`config.mk`:
```
export PLATFORM = sky130hd
export DESIGN_NAME = subtrator_serial_param
export DESIGN_NICKNAME = d
export VERILOG_FILES = /design/src/rtl/subtrator_serial_param.sv
export SDC_FILE = /design/constraint.sdc
export NUM_CORES = 1
export LEC_CHECK = 0
export ABC_AREA = 1
export BUFFER_PORTS_ARGS = -buffer_cell sky130_fd_sc_hd__buf_2
export CAP_MARGIN = 25
export CORE_MARGIN = 4
export CORE_UTILIZATION = 59
export CTS_CLUSTER_DIAMETER = 40
export DETAILED_ROUTE_END_ITERATION = 16
export GPL_TIMING_DRIVEN = 0
export PLACE_DENSITY = 0.84
export SLEW_MARGIN = 10
export SYNTH_ARGS = -nofsm -noshare
export SYNTH_HDL_FRONTEND = slang
export SYNTH_SLANG_ARGS = --single-unit
```
`constraint.sdc`:
```
create_clock -name clk -period 3.8 [get_ports clk]
set_clock_uncertainty 0.1 [all_clocks]
set_input_delay 0.57 -clock clk [delete_from_list [all_inputs] [get_ports clk]]
set_output_delay 0.57 -clock clk [all_outputs]
set_load 0.02 [all_outputs]
```
`src/rtl/subtrator_serial_param.sv`:
```
`default_nettype none
// ============================================================================
// Module   : subtrator_serial_param
// Brief    : Digit-serial subtractor S = A - B - Bin, DIGIT bits per clock.
// Revision : 1.0  initial release
// ============================================================================
module subtrator_serial_param #(
  parameter int WIDTH = 8,
  parameter int DIGIT = 1
) (
  input  logic             clk,
  input  logic             rst_n,
  input  logic             start,
  input  logic [WIDTH-1:0] a,
  input  logic [WIDTH-1:0] b,
  input  logic             bin,
  output logic             busy,
  output logic             done,
  output logic [WIDTH-1:0] s,
  output logic             bout,
  output logic             ovf,
  output logic             zero
);

  localparam int N  = WIDTH / DIGIT;
  localparam int CW = (N > 1) ? $clog2(N) : 1;

  if ((WIDTH < 2) || (DIGIT < 1) || (DIGIT > WIDTH) || ((WIDTH % DIGIT) != 0)) begin : g_param_check
    $error("subtrator_serial_param: WIDTH must be >=2 and a multiple of DIGIT");
  end

  typedef enum logic [1:0] {
    S_IDLE = 2'd0,
    S_RUN  = 2'd1,
    S_DONE = 2'd2
  } state_t;

  state_t           state_q, state_d;
  logic [CW-1:0]    cnt_q, cnt_d;
  logic [WIDTH-1:0] a_q, a_d;
  logic [WIDTH-1:0] b_q, b_d;
  logic             br_q, br_d;
  logic [WIDTH-1:0] acc_q, acc_d;
  logic [WIDTH-1:0] s_q, s_d;
  logic             bout_q, bout_d;
  logic             ovf_q, ovf_d;
  logic             zero_q, zero_d;

  logic [DIGIT:0]   w_dig_diff;
  logic [WIDTH-1:0] w_acc_next;
  logic             w_last;

  // Operands shift right so the active digit always sits in the low DIGIT bits;
  // the extra top bit of the digit difference is the borrow out of that digit.
  assign w_dig_diff = {1'b0, a_q[DIGIT-1:0]} - {1'b0, b_q[DIGIT-1:0]} - (DIGIT+1)'(br_q);
  assign w_acc_next = (acc_q >> DIGIT) | (WIDTH'(w_dig_diff[DIGIT-1:0]) << (WIDTH - DIGIT));
  assign w_last     = (cnt_q == CW'(N - 1));

  always_ff @(posedge clk) begin
    if (!rst_n) begin
      state_q <= S_IDLE;
      cnt_q   <= '0;
      a_q     <= '0;
      b_q     <= '0;
      br_q    <= 1'b0;
      acc_q   <= '0;
      s_q     <= '0;
      bout_q  <= 1'b0;
      ovf_q   <= 1'b0;
      zero_q  <= 1'b0;
    end else begin
      state_q <= state_d;
      cnt_q   <= cnt_d;
      a_q     <= a_d;
      b_q     <= b_d;
      br_q    <= br_d;
      acc_q   <= acc_d;
      s_q     <= s_d;
      bout_q  <= bout_d;
      ovf_q   <= ovf_d;
      zero_q  <= zero_d;
    end
  end

  always_comb begin
    state_d = state_q;
    cnt_d   = cnt_q;
    a_d     = a_q;
    b_d     = b_q;
    br_d    = br_q;
    acc_d   = acc_q;
    s_d     = s_q;
    bout_d  = bout_q;
    ovf_d   = ovf_q;
    zero_d  = zero_q;

    case (state_q)
      S_IDLE, S_DONE: begin
        state_d = S_IDLE;
        if (start) begin
          a_d     = a;
          b_d     = b;
          br_d    = bin;
          acc_d   = '0;
          cnt_d   = '0;
          state_d = S_RUN;
        end
      end
      S_RUN: begin
        a_d   = a_q >> DIGIT;
        b_d   = b_q >> DIGIT;
        br_d  = w_dig_diff[DIGIT];
        acc_d = w_acc_next;
        cnt_d = cnt_q + CW'(1);
        if (w_last) begin
          // On the final digit the low operand bits hold the original sign bits.
          s_d     = w_acc_next;
          bout_d  = w_dig_diff[DIGIT];
          ovf_d   = (a_q[DIGIT-1] != b_q[DIGIT-1]) && (w_dig_diff[DIGIT-1] != a_q[DIGIT-1]);
          zero_d  = (w_acc_next == '0);
          cnt_d   = '0;
          state_d = S_DONE;
        end
      end
      default: state_d = S_IDLE;
    endcase
  end

  assign busy = (state_q == S_RUN);
  assign done = (state_q == S_DONE);
  assign s    = s_q;
  assign bout = bout_q;
  assign ovf  = ovf_q;
  assign zero = zero_q;

endmodule
`default_nettype wire

```
Yosys cells after proc, flatten, opt, wreduce, memory -nomap -nowiden. Cells that the tools add are included.

Logic and storage cells: 42. Memory bits (read-only): 0. Register bits: 41. Bits of input ports: 20. Output and inout bits: 13. Bits in latches: 0. Memories kept: 0. RAM bits: 0.

Multiply operators: 0. Multiplexer cells: 14. Equality and inequality tests: 7. Bitwise logic cells: 1. Div/mod/pow operators: 0. Reductions and logical operators: 7. Shifts and indexed selects: 0. $lt $le $gt $ge: 0. Add/sub/neg operators: 3.

Operator list (number): 8-bit one-hot mux with 2 select lines (3); 8-bit 2-to-1 mux (3); 8-bit zero test (1); 7-bit by 8-bit OR with 8-bit output (1); 3-bit 2-to-1 mux (2); 3-bit one-hot mux with 2 select lines (1); 2-bit one-hot mux with 2 select lines (1); 2-bit AND reduction (2); 3-bit by 1-bit adder with 3-bit output, second input constant (1); 3-bit == test, second input constant (1); 2-bit by 1-bit == test with 1-bit output, second input constant (1); 2-bit == test, second input constant (1); 2-bit zero test (1); 1-bit 2-to-1 mux (2); 2-bit 2-to-1 mux (1); 1-bit inequality test (2); 2-bit by 1-bit inequality test with 1-bit output, second input constant (1); 2-bit inequality test, second input constant (1); 1-bit one-hot mux with 2 select lines (1); 2-bit nonzero test (1); 2-bit OR reduction (1); 1-bit by 1-bit subtractor with 2-bit output (1); 2-bit by 1-bit subtractor with 2-bit output (1); 1-bit logical AND (1).

Depth between registers and ports, before layout. Gate-level depths: netlist (run 1).

Depth in word-level cells: 4. Mapped depth: 7. Gate-level depth less buffers: 7.

Least setup slack after synthesis (run 1). No wires, ideal clock.

Kind: reg2reg. From: register a_q[0]. To: register acc_q[7]. Clock period less this slack: 1.443 ns. Data required time: 3.630 ns. Arrival time: 1.273 ns. Slack: 2.357 ns. Setup time: 0.070 ns. Stages on the path, launching flop included: 5. Path buffers: 0. Path through: dfxtp_1 -> inv_1 -> fa_1 -> or2_2 -> a21oi_1.

Longest elaborated chain between the ends: 4.

Ends and longest elaborated chain: from (decl) (RTL line 40) `logic [WIDTH-1:0] a_q, a_d;`; from (signal assigned) (RTL line 63) `a_q <= '0;`; from (signal assigned) (RTL line 74) `a_q <= a_d;`; 1-bit by 1-bit subtractor with 2-bit output (RTL line 55) `assign w_dig_diff = {1'b0, a_q[DIGIT-1:0]} - {1'b0, b_q[DIGIT-1:0]} - (DIGIT+1)'(br_q);`; 2-bit by 1-bit subtractor with 2-bit output (RTL line 55); 7-bit by 8-bit OR with 8-bit output (RTL line 56) `assign w_acc_next = (acc_q >> DIGIT) | (WIDTH'(w_dig_diff[DIGIT-1:0]) << (WIDTH - DIGIT));`; 8-bit one-hot mux with 2 select lines (RTL line 97) `case (state_q)`; to (signal assigned) (RTL line 66) `acc_q <= '0;`; to (signal assigned) (RTL line 77) `acc_q <= acc_d;`; to (decl) (RTL line 43) `logic [WIDTH-1:0] acc_q, acc_d;`.

Every way passes these cells. A chain may end at the register's enable or synchronous reset.

Final worst setup path (run 1).
From: register state_q[0]. To: output port busy.

Longest elaborated chain between the ends: 1.

Ends and longest elaborated chain: from (decl) (RTL line 38) `state_t state_q, state_d;`; from (signal assigned) (RTL line 72) `state_q <= state_d;`; 2-bit by 1-bit == test with 1-bit output (RTL line 129) `assign busy = (state_q == S_RUN);`; to (decl) (RTL line 17) `output logic busy,`.

Every way passes these cells.

==> metrics.txt, run 1 <==
cts bufs inserted 5; Hold Crit Start b[1]; Clock Latency Late Sink roughly 350 ps; Worst R2R Path Depth 4; Syn Area/Cell 7.25 um^2; core area between 2000 and 3000 um^2; die span in y around 64 um; Final Core Density roughly three quarters; post-CTS setup buffers 0; synthesized-area fraction occupied by adder cells 3.15%; root buf cell clkbuf_4; Fill cells approximately 250; NetSw 239 uW; share of synthesized registers carrying an async set or reset 0%; antenna viol nets, final 0; RSZ-0062 raised after global routing false; clock buffer depth 2; R2R Setup Slk ~2200 ps; hpwl dp 2850 um; GRT overflow 0; pwr dens between 300 and 400 nW/um^2; crit end category primary output; FF-to-FF Start a_q[0]$_SDFFE_PN0P_; Worst EP arrival about 1400 ps; Synth Area in Compound Gates 7.60%; clk slew on worst S/H paths approximately 120 ps; Syn Std Cell Area 1830 um^2; global-route usage over all layers 20.8%; DR vias approximately 1700; fin cells around 320; Final Max Tran Viols 0; area leader, netlist dfxtp_1; Hold Path Depth 3; placer congestion estimate between 0.8 and 0.9; Cell Area, Placed around 2000 um^2; Final WS setup approximately 1800 ps; Main synth FF type dfxtp_1; Flop pwr share 54.9%; Sink Count 40; Int Pwr 585 uW; period utilization 53.6%; RR Endpoint acc_q[7]$_SDFFE_PN0P_; register area share after synthesis between 40 and 50%; measured slew at the worst slew-check pin around 250 ps; Sum Neg Setup Slack 0 ps; Row Count 19; number of synthesized flops with an enable pin 0; vias in the first global route roughly 1500; critical path required time approximately 3100 ps; dpl ws 2140 ps; placed insts approximately 310; outcome completed; full die area 4050 um^2; # hold bufs at CTS 0; Clock Power Share ~28%; # H-tree levels 2; Net Sw Frac 29.0%; xor/xnor share of the synthesized area 0%; most frequent cells after synthesis 47 x nand3_1, 40 x dfxtp_1, 40 x nand2_1, 33 x inv_1, 25 x nor2_1; global-route wire length before repair ~7000 um; layout cells sized above 1 around a quarter; initial drt markers about 170; DRT Pass-1 Iters 4; DRC 0; Mapped Cells 252; DRT Wirelength slightly below 4000 um; fin nets roughly 310; Setup crit start state_q[0]$_SDFFE_PN0P_; largest family of logic cells by synthesized area simple AND/OR/NAND/NOR gates; Port Buf Inserts 31; Static Leak just under 0.001 uW; I/O Pins 33; mux share of post-synthesis cell area 0%; routed wire length per instance ~12 um; share of the synthesized area in the top cell type between 40% and 50%; worst min-delay path class in -> reg; CTS tree built; worst rel slew slack between 80 and 90%; Syn Nets 276; Synth cell types 18; Antenna Cells 0; final hold vios 0; post_cts resized 0; minimum clock period after layout 2040 ps; synthesis-to-finish area growth 14.0%; Yosys reg bits 40; most common cell in the netlist nand3_1; Hold Path Sink b_q[1]$_SDFFE_PN0P_; initial antenna violation count 0; final instance area around 2100 um^2; max cap viols 0; Synth Area in Simple Gates between 30 and 40%; routed vias/inst approximately 5.2; initial core utilization about 64%; largest cells by area after synthesis dfxtp_1 44%, nand3_1 13%, nand2_1 8.2%, inv_1 6.8%, nor2_1 5.1%; CP startpoint kind register; largest net degree at the start of global routing 13; Max Fclk between 400 and 500 MHz; Comb power frac between 15 and 20%; Die Width 63.7 um; yosys warns 0; peak supply drop around 0.26 mV; final setup violation count 0; CP Class reg -> out; crit path max fanout 10
[how the worst max path moves through the flow]
stage	endpoint	slack (ps)	cells after the start
after floorplan	acc_q[7]$_SDFFE_PN0P_	2360	4
after global placement	busy	2170	4
after detailed placement	busy	2140	4
after CTS	busy	1760	4
after global routing	busy	1630	4
final	busy	1760	4
[power by group through the flow]
stage	sequential (uW)	combinational [uW]	clock, uW
floorplan	459	107	0
global placement	461	138	0
detailed placement	462	142	0
CTS	453	143	227
global route	456	165	247
finish	453	143	229
[cells by family after synthesis]
group / after synthesis
AOI/OAI and AO/OA: 24
adders and majority gates: 4
buffers and inverters: 49
DFF: 40
and+or+nand+nor: 135
[cell type report]
type | instances | area [um^2] | area share (%)
Sequential cell | 40 | 801 | 38.4
Multi-Input combinational cell | 163 | 807 | 38.7
Inverter | 34 | 128 | 6.13
Timing Repair Buffer | 31 | 155 | 7.45
Tap cell | 31 | 38.8 | 1.86
Clock buffer | 6 | 51.3 | 2.46
Clock inverter | 2 | 10.0 | 0.480
Buffer | 15 | 92.6 | 4.44
[critical path, stage by stage, from the launching register on]
cell and delay [ps]:
dfxtp_1 420, inv_2 90, nor2_4 100, buf_2 220, buf_2 200
[routing by layer]
| metal | share of wire, % | up-vias | global-route usage [%] | routed length (um) |
|---|---|---|---|---|
| met5 | 0 | - | 0 | 0 |
| met4 | 0.79 | 0 | 5.66 | 31 |
| met3 | 5.6 | 3 | 4.44 | 219 |
| met2 | 48 | 43 | 34.9 | 1880 |
| met1 | 46 | 761 | 26.8 | 1810 |
| li1 | - | 878 | - | - |
[state kept, by name, summed over array words and instances, names as in the netlist]
signal	flops
a_q	8
cnt_q	3
state_q	2
b_q	8
acc_q	7
s	8
bout	1
zero	1
br_q	1
ovf	1
[placed cells by master (no fill, tap or decap)]
cell | synthesis | final
o21ai_0 | 9 | 9
a21oi_1 | 10 | 10
clkbuf_4 | 0 | 5
buf_6 | 2 | 2
buf_2 | 11 | 42
ha_1 | 3 | 3
inv_1 | 33 | 33
nor3_1 | 14 | 14
nand3_1 | 47 | 47
inv_2 | 1 | 1
dfxtp_1 | 40 | 40
nand2_1 | 40 | 40
clkinv_2 | 0 | 2
nor2_1 | 25 | 25
a21oi_2 | 5 | 5
nand2_2 | 7 | 7
or2_2 | 1 | 1
nor2_4 | 1 | 1
buf_4 | 2 | 2
fa_1 | 1 | 1
clkbuf_8 | 0 | 1
[metrics by stage]
stage	hold WS, ps	power [uW]
detailed placement	365	605
floorplan	353	566
global route	340	867
CTS	341	823
global placement	359	599
finish	341	825
Note: power is estimated with default switching activity, not from simulation.
==> run 2: changes to the inputs <==
--- a/config.mk
+++ b/config.mk
@@ -9,11 +9,11 @@
 export BUFFER_PORTS_ARGS = -buffer_cell sky130_fd_sc_hd__buf_2
 export CAP_MARGIN = 25
 export CORE_MARGIN = 4
-export CORE_UTILIZATION = 59
+export CORE_UTILIZATION = 49
 export CTS_CLUSTER_DIAMETER = 40
 export DETAILED_ROUTE_END_ITERATION = 16
 export GPL_TIMING_DRIVEN = 0
-export PLACE_DENSITY = 0.84
+export PLACE_DENSITY = 0.74
 export SLEW_MARGIN = 10
 export SYNTH_ARGS = -nofsm -noshare
 export SYNTH_HDL_FRONTEND = slang
==> constraint.sdc (replaced) <==
create_clock -name clk -period 1.66 [get_ports clk]
set_clock_uncertainty 0.1 [all_clocks]
set_input_delay 0.249 -clock clk [delete_from_list [all_inputs] [get_ports clk]]
set_output_delay 0.249 -clock clk [all_outputs]
set_load 0.02 [all_outputs]
==> run 2 against run 1 <==
Effect of this change: cell area grew 2.0%; die area grew 18%; register-to-register slack lost 2100 ps; total power grew 140%; core utilization shrank 12 points; first-iteration DRC count shrank 4.7%; worst setup slack lost 1700 ps; clock power grew to 2.6 times the previous value; non-clock buffer count is the same; largest cell class unchanged.
==> metrics.txt, run 2 (synthesis results as in run 1) <==
outcome completed; Static Leak 0.000993 uW (+0.43%); Max Fclk around 650 MHz; antenna viol nets, final 0 (unchanged); routed wire length per instance 12.0 um (-2.2%); routed vias/inst 5.01 (-4.2%); Setup crit start a_q[0]$_SDFFE_PN0P_; full die area 4770 um^2 (+18%); initial drt markers 161 (-4.7%); die span in y 69.1 um (+8.5%); Final Max Tran Viols 0 (unchanged); post-CTS setup buffers 0 (unchanged); DRC 0 (unchanged); vias in the first global route 1563 (+0.97%); fin cells 336 (+4.3%); worst min-delay path class in -> reg; Fill cells 352 (+42%); final instance area 2120 um^2 (+2.0%); period utilization 93.4%; CP max-delay cell fa_1; Worst EP arrival 1670 ps (+300 ps); # hold bufs at CTS 0 (unchanged); Clock Latency Late Sink 290 ps (-60 ps); RSZ-0062 raised after global routing false; # H-tree levels 2 (unchanged); Sink Count 40 (unchanged); Antenna Cells 0 (unchanged); Hold Path Sink a_q[5]$_SDFFE_PN0P_; Cell Area, Placed 2040 um^2 (+0.93%); max cap viols 0 (unchanged); measured slew at the worst slew-check pin 267 ps (+17.5 ps); Row Count 21 (+2); synthesis-to-finish area growth 16.2%; clock buffer depth 2 (unchanged); hpwl dp 2840 um (-0.65%); FF-to-FF Start a_q[0]$_SDFFE_PN0P_; global-route wire length before repair 6950 um (+1.5%); root buf cell clkbuf_8; initial core utilization 52.7% (-11 points); Hold Crit Start a[5]; final hold vios 0 (unchanged); pwr dens 925 nW/um^2 (+130%); RR Endpoint acc_q[7]$_SDFFE_PN0P_; core area 3470 um^2 (+22%); commonest non-fill, non-tap cell in the layout nand3_1; Hold Path Depth 3 (unchanged); crit path max fanout 3 (-7); CP startpoint kind register; Final Core Density 61.3% (-12 points); I/O Pins 33 (unchanged); CTS tree built; Worst R2R Path Depth 4 (unchanged); Die Width 69.1 um (+8.5%); R2R Setup Slk 110 ps (-2090 ps); worst rel slew slack 82.2% (-1.2 points); CP Class reg -> reg; layout cells sized above 1 23.8% (+0.082 points); worst path cell trace inv_1 -> fa_1 -> or2_2 -> a21oi_1; global-route usage over all layers 17.6% (-3.1 points); CP max stage delay 490 ps (+70 ps); minimum clock period after layout between 1500 and 2000 ps; Sum Neg Setup Slack 0 ps (unchanged); cts bufs inserted 5 (unchanged); most frequent cells in the layout 47 x nand3_1, 41 x buf_2, 39 x nand2_1, 39 x dfxtp_1, 33 x inv_1; DRT Wirelength 4020 um (+2.0%); largest net degree at the start of global routing 12 (-1); GRT overflow 0 (unchanged); initial antenna violation count 0 (unchanged); clk slew on worst S/H paths 70 ps (-50 ps); critical path required time 1780 ps (-1350 ps); placed insts 329 (+4.8%); fin nets 314 (unchanged); Port Buf Inserts 31 (unchanged); crit end category register; peak supply drop 0.590 mV (+130%); DR vias 1684 (-0.059%); placer congestion estimate 0.796 (-2.9%); DRT Pass-1 Iters 4 (unchanged); final setup violation count 0 (unchanged)
==> run 2: cell types whose count changed in the layout (fill, tap and decap cells not counted) <==
| cell | change |
|---|---|
| buf_2 | -1 |
| buf_4 | +1 |
| clkbuf_1 | +1 |
| clkbuf_4 | -5 |
| clkbuf_8 | +4 |
| clkinv_2 | -1 |
| dfxtp_1 | -1 |
| dfxtp_2 | +1 |
| nand2_1 | -1 |
| nand2_2 | +1 |
==> run 2: final cells by class <==
type	count	area, um^2	area share, %
Clock buffer	6	72.6	3.42
Sequential cell	40	802	37.8
Tap cell	46	57.6	2.71
Buffer	15	95.1	4.48
Multi-Input combinational cell	163	810	38.1
Inverter	34	128	6.01
Clock inverter	1	5.00	0.236
Timing Repair Buffer	31	155	7.30
==> run 2: timing repair <==
action	CTS	global route
gates resized for setup	1	2
pin swaps	0	1
setup endpoints to repair	1	5
==> run 2: power by group <==
| part | internal (uW) | switching (uW) |
|---|---|---|
| Sequential | 1010 | 24.9 |
| Combinational | 128 | 201 |
| Clock | 286 | 314 |
==> run 2: worst max-delay path by stage <==
stage / end / slack [ps] / cells after the start
after floorplan: acc_q[7]$_SDFFE_PN0P_ / 220 / 4
after global placement: acc_q[7]$_SDFFE_PN0P_ / 140 / 4
after detailed placement: acc_q[7]$_SDFFE_PN0P_ / 70 / 4
after CTS: acc_q[7]$_SDFFE_PN0P_ / 50 / 4
after global routing: zero$_SDFFE_PN0P_ / 30 / 6
final: acc_q[7]$_SDFFE_PN0P_ / 110 / 4
==> run 2: routing by layer <==
| layer | global-route usage [%] | up-vias | wire length, um |
|---|---|---|---|
| met2 | 28.0 | 43 | 1800 |
| li1 | - | 876 | - |
| met4 | 6.72 | 0 | 68 |
| met1 | 23.4 | 757 | 1920 |
| met3 | 3.78 | 8 | 224 |
| met5 | 0 | - | 0 |
==> run 2: worst max-delay path: cells and delay by family, from the launching register on <==
| family | cells | cell delay [ps] |
|---|---|---|
| flops | 1 | 360 |
| buf+inv | 1 | 90 |
| fa+ha+maj | 1 | 490 |
| compound gates | 1 | 140 |
| simple gates | 1 | 310 |
==> run 2: through the flow <==
| stage | hold slack, ps | setup WS [ps] | total power (uW) |
|---|---|---|---|
| final | 87.3 | 110 | 1960 |
| after floorplan | 291 | 217 | 1300 |
| after global placement | 358 | 136 | 1380 |
| after detailed placement | 364 | 74.6 | 1380 |
| after CTS | 84.0 | 48.4 | 1980 |
| after global routing | 95.2 | 30.4 | 2080 |
